<file path="config.mk">
export PLATFORM = sky130hd
export DESIGN_NAME = sw_debounce
export DESIGN_NICKNAME = d
export VERILOG_FILES = /design/src/rtl/sw_debounce_pkg.sv /design/src/rtl/sw_debounce_ch.sv /design/src/rtl/sw_debounce.sv
export SDC_FILE = /design/constraint.sdc
export NUM_CORES = 1
export LEC_CHECK = 0
export ABC_CLOCK_PERIOD_IN_PS = 6050
export CAP_MARGIN = 15
export CORE_MARGIN = 4
export CORE_UTILIZATION = 58
export CTS_BUF_LIST = sky130_fd_sc_hd__clkbuf_8
export CTS_CLUSTER_DIAMETER = 100
export DETAILED_ROUTE_END_ITERATION = 7
export PLACE_DENSITY = 0.83
export SLEW_MARGIN = 5
export SYNTH_ARGS = -nofsm -noshare
export SYNTH_HDL_FRONTEND = slang
export SYNTH_SLANG_ARGS = --single-unit
</file>
<file path="constraint.sdc">
create_clock -name clk -period 6.05 [get_ports clk]
set_input_delay 1.21 -clock clk [delete_from_list [all_inputs] [get_ports clk]]
set_output_delay 1.21 -clock clk [all_outputs]
set_load 0.01 [all_outputs]
</file>
<file path="src/rtl/sw_debounce_pkg.sv">
// Shared types and defaults for the switch debouncer.
// The optional SW_DEBOUNCE_EDGE_EN macro enables the sw_rise/sw_fall edge registers.
package sw_debounce_pkg;

    typedef enum logic [1:0] {
        S_LOW   = 2'd0,
        S_CHK_H = 2'd1,
        S_HIGH  = 2'd2,
        S_CHK_L = 2'd3
    } db_state_t;

    localparam int DB_CYCLES_DEFAULT   = 2_000_000;
    localparam int SYNC_STAGES_DEFAULT = 2;

    function automatic logic is_check(db_state_t s);
        return (s == S_CHK_H) || (s == S_CHK_L);
    endfunction

endpackage

</file>
<file path="src/rtl/sw_debounce_ch.sv">
// One debounce channel: input synchronizer, four-state FSM and run counter.
// With SW_DEBOUNCE_EDGE_EN defined it also registers one-cycle rise/fall pulses.
module sw_debounce_ch
    import sw_debounce_pkg::*;
#(
    parameter int DB_CYCLES   = DB_CYCLES_DEFAULT,
    parameter int SYNC_STAGES = SYNC_STAGES_DEFAULT
) (
    input  logic clk,
    input  logic rst_n,
    input  logic raw,
    output logic level,
    output logic rise,
    output logic fall,
    output logic chk
);

    localparam int CW = $clog2(DB_CYCLES);
    localparam logic [CW-1:0] CNT_MAX = CW'(DB_CYCLES - 1);
    localparam logic [CW-1:0] CNT_ONE = CW'(1);

    logic [SYNC_STAGES-1:0] sync_reg;
    logic                   synced;
    db_state_t              state_reg, state_next;
    logic [CW-1:0]          cnt_reg, cnt_next;
    logic                   level_reg, level_next;

    always_ff @(posedge clk or negedge rst_n) begin
        if (!rst_n) begin
            sync_reg <= '0;
        end else begin
            sync_reg <= {sync_reg[SYNC_STAGES-2:0], raw};
        end
    end

    assign synced = sync_reg[SYNC_STAGES-1];

    // cnt counts consecutive samples that disagree with the current level;
    // commit happens on the DB_CYCLES-th one, so cnt tops out at DB_CYCLES-1.
    always_comb begin
        state_next = state_reg;
        cnt_next   = '0;
        case (state_reg)
            S_LOW: begin
                if (synced) begin
                    state_next = S_CHK_H;
                    cnt_next   = CNT_ONE;
                end
            end
            S_HIGH: begin
                if (!synced) begin
                    state_next = S_CHK_L;
                    cnt_next   = CNT_ONE;
                end
            end
            S_CHK_H: begin
                if (!synced) begin
                    state_next = S_LOW;
                end else if (cnt_reg == CNT_MAX) begin
                    state_next = S_HIGH;
                end else begin
                    cnt_next = cnt_reg + CNT_ONE;
                end
            end
            S_CHK_L: begin
                if (synced) begin
                    state_next = S_HIGH;
                end else if (cnt_reg == CNT_MAX) begin
                    state_next = S_LOW;
                end else begin
                    cnt_next = cnt_reg + CNT_ONE;
                end
            end
            default: state_next = S_LOW;
        endcase
    end

    assign level_next = (state_next == S_HIGH) || (state_next == S_CHK_L);

    always_ff @(posedge clk or negedge rst_n) begin
        if (!rst_n) begin
            state_reg <= S_LOW;
            cnt_reg   <= '0;
            level_reg <= 1'b0;
        end else begin
            state_reg <= state_next;
            cnt_reg   <= cnt_next;
            level_reg <= level_next;
        end
    end

    assign level = level_reg;
    assign chk   = is_check(state_reg);

`ifdef SW_DEBOUNCE_EDGE_EN
    logic rise_reg, fall_reg;

    always_ff @(posedge clk or negedge rst_n) begin
        if (!rst_n) begin
            rise_reg <= 1'b0;
            fall_reg <= 1'b0;
        end else begin
            rise_reg <= level_next & ~level_reg;
            fall_reg <= ~level_next & level_reg;
        end
    end

    assign rise = rise_reg;
    assign fall = fall_reg;
`else
    assign rise = 1'b0;
    assign fall = 1'b0;
`endif

endmodule

</file>
<file path="src/rtl/sw_debounce.sv">
// Multi-channel switch debouncer: N_CH independent channels plus a registered busy flag.
// Define SW_DEBOUNCE_EDGE_EN to enable the sw_rise/sw_fall pulse outputs.
module sw_debounce
    import sw_debounce_pkg::*;
#(
    parameter int N_CH        = 8,
    parameter int DB_CYCLES   = DB_CYCLES_DEFAULT,
    parameter int SYNC_STAGES = SYNC_STAGES_DEFAULT
) (
    input  logic            clk,
    input  logic            rst_n,
    input  logic [N_CH-1:0] sw_in,
    output logic [N_CH-1:0] sw_level,
    output logic [N_CH-1:0] sw_rise,
    output logic [N_CH-1:0] sw_fall,
    output logic            busy
);

    logic [N_CH-1:0] chk;
    logic            busy_reg;

    genvar gi;
    generate
        for (gi = 0; gi < N_CH; gi++) begin : g_ch
            sw_debounce_ch #(
                .DB_CYCLES  (DB_CYCLES),
                .SYNC_STAGES(SYNC_STAGES)
            ) u_ch (
                .clk  (clk),
                .rst_n(rst_n),
                .raw  (sw_in[gi]),
                .level(sw_level[gi]),
                .rise (sw_rise[gi]),
                .fall (sw_fall[gi]),
                .chk  (chk[gi])
            );
        end
    endgenerate

    always_ff @(posedge clk or negedge rst_n) begin
        if (!rst_n) begin
            busy_reg <= 1'b0;
        end else begin
            busy_reg <= |chk;
        end
    end

    assign busy = busy_reg;

endmodule

</file>
After elaboration in Yosys (flattened, before gate mapping)

Index checks and enable logic that the tools add are counted.

Add/subtract/negate cells: 8
Equal/unequal tests: 48
Mux-type cells: 104
Reductions and logical operators: 25

Operators with widths:

| operator              | number |
|---|---|
| $pmux 21 s4           | 8 |
| $mux 21               | 24 |
| $add 21x1->21 const B | 8 |
| $eq 21x21->1 const B  | 8 |
| $mux 2                | 48 |
| $eq 2x2->1 const B    | 32 |
| $pmux 2 s4            | 8 |
| $eq 2x1->1 const B    | 8 |
| $logic_not 2->1       | 8 |
| $logic_or 1x1->1      | 16 |
| $mux 1                | 16 |
| $reduce_or 8->1       | 1 |

Flip-flop bits (word level): 209

Logic depth before layout (Yosys ltp)

Gate-level depths: netlist (run 1).

Depth in word-level cells: 6
Gate-level depth with buffers: 7
Mapped depth without buffers: 5

By module

From an unflattened synthesis (run 1), not the netlist that was laid out.

Cells, all modules: 1020
Area total of the unflattened synthesis: 10206.0 µm²

By module, submodules not included:

| module                             | instances | cells an instance | area an instance (µm²) |
|---|---|---|---|
| sw_debounce_ch at g_ch[0].u_ch ... | 7         | 127               | 1272.5 |
| sw_debounce_ch at g_ch[7].u_ch     | 1         | 127               | 1257.5 |
| sw_debounce                        | 1         | 4                 | 41.3 |

Worst setup path before layout (run 1)

Ideal clock, no wire load.

Path kind: reg-to-reg
Start point: reg g_ch[1].u_ch.cnt_reg[8]
End point: reg g_ch[1].u_ch.level_reg
Library setup time: 0.125 ns
Data arrival time: 1.839 ns
Required time: 5.925 ns
Slack: 4.087 ns
Stages on the path, launching flop included: 5
Buffers on the path: 0
Period minus slack after synthesis: 1.963 ns
Path through: dfrtp_1 > or4b_1 > or4_4 > nor3_4 > mux2_2

Longest elaborated chain between the ends: 6

Ends and longest elaborated chain:

| element                           | RTL line                                   | source |
|---|---|---|
| start: declaration                | sw_debounce_ch.sv:25                       | `logic [CW-1:0] cnt_reg, cnt_next;` |
| start signal: assignment          | sw_debounce_ch.sv:87                       | `cnt_reg <= cnt_next;` |
| $eq 21x21->1 (*)                  | sw_debounce_ch.sv:59, sw_debounce_ch.sv:68 |  |
| $mux 2, on equally long branches  | sw_debounce_ch.sv:68, sw_debounce_ch.sv:59 |  |
| $mux 2, on equally long branches  | sw_debounce_ch.sv:66, sw_debounce_ch.sv:57 |  |
| $pmux 2 s4 (*)                    | sw_debounce_ch.sv:43                       | `case (state_reg)` |
| $eq 2x2->1                        | sw_debounce_ch.sv:78                       | `assign level_next = (state_next == S_HIGH) \|\| (state_next == S_CHK_L);` |
| $logic_or 1x1->1 (*)              | sw_debounce_ch.sv:78                       |  |
| named net g_ch[1].u_ch.level_next | sw_debounce_ch.sv:26                       | `logic level_reg, level_next;` |
| end signal: assignment            | sw_debounce_ch.sv:88                       | `level_reg <= level_next;` |
| end: declaration                  | sw_debounce_ch.sv:26                       |  |

The timed path passes the listed nets; every way through them passes the cells marked *.

Final worst setup path (run 1)

Start point: reg g_ch[3].u_ch.level_reg
End point: out sw_level[3]

RTL lines:

| element                  | RTL line             | source |
|---|---|---|
| start: declaration       | sw_debounce_ch.sv:26 |  |
| start signal: assignment | sw_debounce_ch.sv:88 |  |
| end: declaration         | sw_debounce.sv:13    | `output logic [N_CH-1:0] sw_level,` |

No word-level cell between the ends.

==> results of run 1 <==
==> cell type report <==
type	count	area (sq um)
clock buffer	42	578
clock inverter	16	67.6
fill	1327	5790
inverter	28	105
multi-input combinational	722	4520
sequential	209	5230
tap	220	275
timing repair buffer	26	244
==> power by group through the flow <==
stage | combinational [mW] | sequential (mW) | clock (mW)
after floorplan | 0.0490 | 1.45 | 0
after global placement | 0.0842 | 1.45 | 0
after detailed placement | 0.0858 | 1.45 | 0
after CTS | 0.0866 | 1.43 | 1.19
after global routing | 0.0984 | 1.43 | 1.26
final | 0.0843 | 1.43 | 1.15
==> layout by cell type, fill, tap and decap left out, types with 7 or more instances in the layout <==
cell type	synthesis	layout
dfrtp_1	209	209
nor2_1	111	111
xor2_1	79	79
a21oi_1	64	64
nand4_1	60	60
nand2_1	56	56
nand3_1	52	52
clkbuf_8	0	43
inv_1	28	38
o21ai_0	38	38
or3_1	37	37
and4_1	33	33
xnor2_1	24	24
o31ai_1	19	19
or4_1	19	19
clkdlybuf4s50_1	0	17
mux2_2	16	16
conb_1	1	16
nor4b_1	15	15
o21bai_1	11	11
and3_1	10	10
nor3_1	9	9
ha_1	8	8
buf_4	25	8
nand2b_1	7	7
==> layer usage <==
| layer | up-vias | global-route usage, % | part of all wire, % |
|---|---|---|---|
| li1 | 3618 | - | - |
| met1 | 3603 | 28.2 | 46 |
| met4 | 0 | 7.29 | 2.1 |
| met5 | - | 0 | 0 |
| met2 | 169 | 31.0 | 47 |
| met3 | 41 | 3.77 | 4.6 |
==> cell families (layout without fill, tap and decap cells) <==
logic type	after synthesis	count (layout)	synth area share [%]
adder cells (fa/ha/maj)	8	8	0.995
multiplexers	16	16	1.79
other	1	16	0.0373
XOR/XNOR	103	103	8.96
AO/OA/AOI/OAI	138	138	7.98
AND/OR/NAND/NOR	441	441	24.6
flip-flops	209	209	52.0
buffers and inverters	67	112	3.63
==> metrics by stage <==
stage | power [mW] | setup WS [ns] | instance area (sq um) | std cells | hold slack (ns)
after global routing | 2.79 | 3.38 | 11000 | 1263 | 0.358
after global placement | 1.54 | 3.40 | 10400 | 1204 | 0.331
final | 2.67 | 3.47 | 11000 | 1263 | 0.351
after detailed placement | 1.54 | 3.39 | 10400 | 1204 | 0.340
after floorplan | 1.50 | 4.09 | 10100 | 998 | 0.331
after CTS | 2.71 | 3.42 | 11000 | 1262 | 0.354
==> final timing paths <==
| kind | slack [ns] | cells past startpoint | endpoint | startpoint |
|---|---|---|---|---|
| max in group asynchronous | 3.96 | 2 | g_ch[6].u_ch.sync_reg[1] | rst_n |
| setup reg to reg | 3.92 | 5 | g_ch[6].u_ch.cnt_reg[20] | g_ch[6].u_ch.cnt_reg[12] |
| setup / recovery | 3.47 | 1 | sw_level[3] | g_ch[3].u_ch.level |
| min in group asynchronous | 0.82 | 1 | g_ch[4].u_ch.cnt_reg[11] | rst_n |
| hold / removal | 0.35 | 0 | g_ch[3].u_ch.sync_reg[1] | g_ch[3].u_ch.sync_reg[0] |
| hold reg to reg | 0.35 | 0 | g_ch[3].u_ch.sync_reg[1] | g_ch[3].u_ch.sync_reg[0] |
==> reports/metrics.cfg, run 1 <==
[floorplan]
die_h_microns=140
die_width_microns=140
core-area_sq_um=16800
core.rowCount=47
floorplan.initialDensity_pct=59.8
design.portCount=35
die_area_sq_um=19500

[synthesis]
synth-seq-area-share_pct=52.0
postSynth.topFlopCell=dfrtp_1
synthesis.instances=983
synthDominantAreaCellType=dfrtp_1
synthArstFlopShare_pct=100
yosys_register_bits=209
number_of_flops_mapped_to_enable_cells_by_yosys=0
postSynthAreaPerCell_sq_um=10.2
synth_area_sq_um=10100
synth_top_cells_by_area=dfrtp_1 (52%), xor2_1 (6.9%), nor2_1 (4.1%)
synth_cell_type_count=44
proportion_of_netlist_area_held_by_the_largest_area_contributor_pct=52.0
ys_warnings=0
synth.top_cells.by_count=dfrtp_1 (209), nor2_1 (111), xor2_1 (79)
synth.most_common_cell=dfrtp_1

[global_route]
grt_antenna_before_repair=0
grt_first_pass_wirelength_mm=33.3
grt_overflow=0
grt_use_total_pct=19.9
grt_pass1_vias=7239
maximum_number_of_pins_on_one_net_before_global_route_repair=127

[drt]
wire_per_inst_microns=15.0
count_of_nets_left_with_antenna_violations_after_detail_routing=0
viasPerCell=5.88
routed_wl_mm=19.0
drt-initial-drc-count=679
detail_route.first_pass.iterations=5
route.vias.total=7431
drc=0

[cts]
clock_buffers_created_by_tritoncts=35
cts.repair.resized=0
cts_sink_count=209
cts-root-to-sink-buffers=3
path_clk_slew_ns=0.06
clock_tree.root_cell=clkbuf_8
cts_hold_buf=0
htree_num_levels=2
tritoncts_clock_tree=done
post-cts-setup-buffers=0
clk_latency_ns=0.51

[power]
net-switching-power_mw=0.603
net_sw_share_pct=22.6
powerDensity_nw_per_um2=242
power.share.sequential_pct=53.6
clkPwrFrac_pct=43.2
irDropWorstVdd_mv=0.169
static-leakage-power_nw=4.47
proportion_of_power_drawn_by_combinational_gates_pct=3.2
power_report.internal_total_mw=2.06

[worst_setup_path]
critical_path_slowest_stage_cell=clkdlybuf4s50_1
crit_path_end_kind=primary output
worstSetupPathType=register to primary output
critical-path-max-stage-delay_ns=0.54
cp_data_required_time_ns=4.84
crit_path_max_fanout=1
cp.buffers_inverters=1
largest_delay_share_family_worst_path=buffers and inverters
critical_path.cell_chain=clkdlybuf4s50_1
timing.critical_path.arrival_ns=1.37
start_kind=register

[finish]
n_antenna_cell=0
largest_register_ffs=168
layout.core_utilization_pct=65.5
layout-drive-gt1-share_pct=7.77
final_net_count=1040
area_delta_synth_final_pct=9.55

[sta]
skew_ns=0.0206
period_minus_slack_ns=2.58
timing_hold_violations_final=0
worstMarginPinSlew_ns=1.02
rsz_0062_raised_after_global_routing=no
fmax_ghz=0.387
finalSetupTns_ns=0
slew-limit-headroom_pct=32.3
finalMaxSlewViolations=0
layout_worst_path_cycle_share_pct=42.7
finalSetupViolCount=0

[placement]
gp_congestion=0.820
hpwlAfterDp_mm=12.4
count_of_port_buffers_added_during_placement=18

[run]
maxCapViolations=0

[status]
status=completed

[min_path]
hold_crit_class=register to register

Note: power is estimated with default switching activity, not from simulation.
==> run 2, diff against run 1 <==
Settings changed: ABC_CLOCK_PERIOD_IN_PS 6050 to 2550.
Clock period 6.05 ns to 2.55 ns, I/O delays scaled along.
==> run 2 against run 1 <==
  * Wire length up 1.3%
  * Register-to-register slack worse by 3.5 ns
  * Non-clock buffer count up 5
  * Worst hold slack worse by 0.0087 ns
  * Core utilization up 0.80 points
  * Clock skew down 0.0030 ns
  * Total power up 150%
  * Worst setup slack worse by 3.0 ns
  * Die area unchanged
  * Final area up 1.2%
  * Critical path type is now register to register
  * Via count up 0.51%
  * Clock power rose to 2.6 times the previous value
  * Highest routed layer unchanged
==> reports/metrics.cfg, run 2 (same netlist as run 1, synthesis figures left out) <==
[floorplan]
design.portCount=35  ; unchanged
core-area_sq_um=16800  ; unchanged
floorplan.initialDensity_pct=59.8  ; unchanged
die_width_microns=140  ; unchanged
die_area_sq_um=19500  ; unchanged
core.rowCount=47  ; unchanged
die_h_microns=140  ; unchanged

[drt]
detail_route.first_pass.iterations=5  ; unchanged
wire_per_inst_microns=15.2  ; +0.91%
drc=0  ; unchanged
routed_wl_mm=19.2  ; +1.3%
top_signal_layer_used=met4
viasPerCell=5.89  ; +0.12%
drt-initial-drc-count=544  ; -20%
route.vias.total=7469  ; +0.51%
wl_met3_microns=876  ; -0.23%
count_of_nets_left_with_antenna_violations_after_detail_routing=0  ; unchanged
wl_met1_mm=8.80  ; unchanged
wl_met2_mm=9.01  ; +1.3%

[cts]
clock_buffers_created_by_tritoncts=35  ; unchanged
clk_latency_ns=0.52  ; about the same
cts-root-to-sink-buffers=3  ; unchanged
htree_num_levels=2  ; unchanged
path_clk_slew_ns=0.06  ; about the same
tritoncts_clock_tree=done
clock_tree.root_cell=clkbuf_8
cts_sink_count=209  ; unchanged
post-cts-setup-buffers=0  ; unchanged

[worst_setup_path]
r2r_cells=4  ; -1
worstSetupPathType=register to register
timing.critical_path.arrival_ns=2.47  ; +1.10 ns
r2r_end=g_ch[1].u_ch.cnt_reg[2]
crit-reg2reg-launch=g_ch[1].u_ch.cnt_reg[8]
rrSetupSlack_ns=0.45  ; -3.47 ns
crit_path_end_kind=register
crit_path_max_fanout=19  ; +18
start_kind=register
cp_data_required_time_ns=2.92  ; -1.92 ns

[placement]
hpwlAfterDp_mm=12.8  ; +3.1%
count_of_port_buffers_added_during_placement=18  ; unchanged
dp_worst_setup_slack_ns=0.476  ; -2.91 ns
gp_congestion=0.869  ; +5.9%

[sta]
skew_ns=0.0176  ; -0.00296 ns
worst_hold_slack_ns=0.342  ; -0.00871 ns
finalSetupViolCount=0  ; unchanged
rsz_0062_raised_after_global_routing=no
period_minus_slack_ns=2.10
worstMarginPinSlew_ns=0.548  ; -0.468 ns
finalSetupTns_ns=0  ; unchanged
timing_hold_violations_final=0  ; unchanged
layout_worst_path_cycle_share_pct=82.2
fmax_ghz=0.477
finalMaxSlewViolations=0  ; unchanged
timing.final.ws_setup_ns=0.454  ; -3.01 ns
slew-limit-headroom_pct=63.5  ; +31 points

[min_path]
min_delay_worst_endpoint=g_ch[3].u_ch.sync_reg[1]
worst_hold_startpoint=g_ch[3].u_ch.sync_reg[0]
hold_crit_class=register to register
hold-path-cell-count=0  ; unchanged

[global_route]
grt_overflow=0  ; unchanged
grt_pass1_vias=7540  ; +4.2%
grt_use_total_pct=20.3  ; +0.37 points
grt_first_pass_wirelength_mm=34.1  ; +2.2%
grt_antenna_before_repair=0  ; unchanged
maximum_number_of_pins_on_one_net_before_global_route_repair=66  ; -48%

[power]
irDropWorstVdd_mv=0.453  ; +170%
powerDensity_nw_per_um2=593  ; +150%
static-leakage-power_nw=4.53  ; +1.3%
design_power_total_mw=6.61  ; +150%

[run]
maxCapViolations=0  ; unchanged

[finish]
final_net_count=1045  ; +0.48%
layout.filler_cells=1303  ; -1.8%
n_antenna_cell=0  ; unchanged
layout.core_utilization_pct=66.3  ; +0.80 points
mostFrequentLayoutCell=dfrtp_1
layout-drive-gt1-share_pct=8.21  ; +0.44 points
area_delta_synth_final_pct=10.9
mostFrequentLayoutCells=dfrtp_1 (209), nor2_1 (111), xor2_1 (79)
largest_register_ffs=168  ; unchanged

[status]
status=completed

-- run 2: worst max-delay path, stage by stage (launching register included) --
cell	delay, ns
dfrtp_1	0.40
or4b_1	0.53
or4_4	0.48
o21bai_4	0.42
nor2_1	0.13
-- run 2: metal layers --
| layer | vias up | global-route usage [%] |
|---|---|---|
| met5 | - | 0 |
| met4 | 0 | 8.57 |
| met3 | 50 | 3.77 |
| met2 | 167 | 32.3 |
| met1 | 3643 | 27.6 |
| li1 | 3609 | - |
-- run 2: timing repair --
| action | 4_1_cts | 5_1_grt |
|---|---|---|
| hold buffers | 1 | 0 |
| gates resized for setup | 0 | 0 |
| hold endpoints to repair | 17 | 0 |
-- run 2: area by class of cell --
type	instances	area, sq um	share of cell area [%]
multi-input combinational	722	4520	40.5
timing repair buffer	31	309	2.77
clock inverter	14	109	0.976
tap	220	275	2.47
clock buffer	44	606	5.43
sequential	209	5230	46.9
inverter	28	105	0.942
-- run 2: report_power, final --
part | internal [mW] | total, mW | switching (mW)
clock | 1.74 | 3.01 | 1.27
sequential | 3.35 | 3.39 | 0.0362
combinational | 0.0651 | 0.213 | 0.148
total | 5.16 | 6.61 | 1.45
-- run 2: through the flow --
stage,std cells,instance area [sq um]
CTS,1268,11200
global placement,1209,10400
global route,1268,11200
floorplan,998,10100
finish,1268,11200
detailed placement,1209,10400
-- run 2: how the worst max path moves through the flow --
stage / from / end / slack (ns) / cells past startpoint
floorplan: g_ch[1].u_ch.cnt_reg[8] / g_ch[1].u_ch.level / 0.59 / 4
global placement: g_ch[1].u_ch.cnt_reg[8] / g_ch[1].u_ch.cnt_reg[14] / 0.54 / 4
detailed placement: g_ch[1].u_ch.cnt_reg[8] / g_ch[1].u_ch.level / 0.48 / 4
CTS: g_ch[1].u_ch.cnt_reg[8] / g_ch[1].u_ch.cnt_reg[2] / 0.45 / 4
global route: g_ch[4].u_ch.cnt_reg[0] / g_ch[4].u_ch.level / 0.33 / 5
finish: g_ch[1].u_ch.cnt_reg[8] / g_ch[1].u_ch.cnt_reg[2] / 0.45 / 4
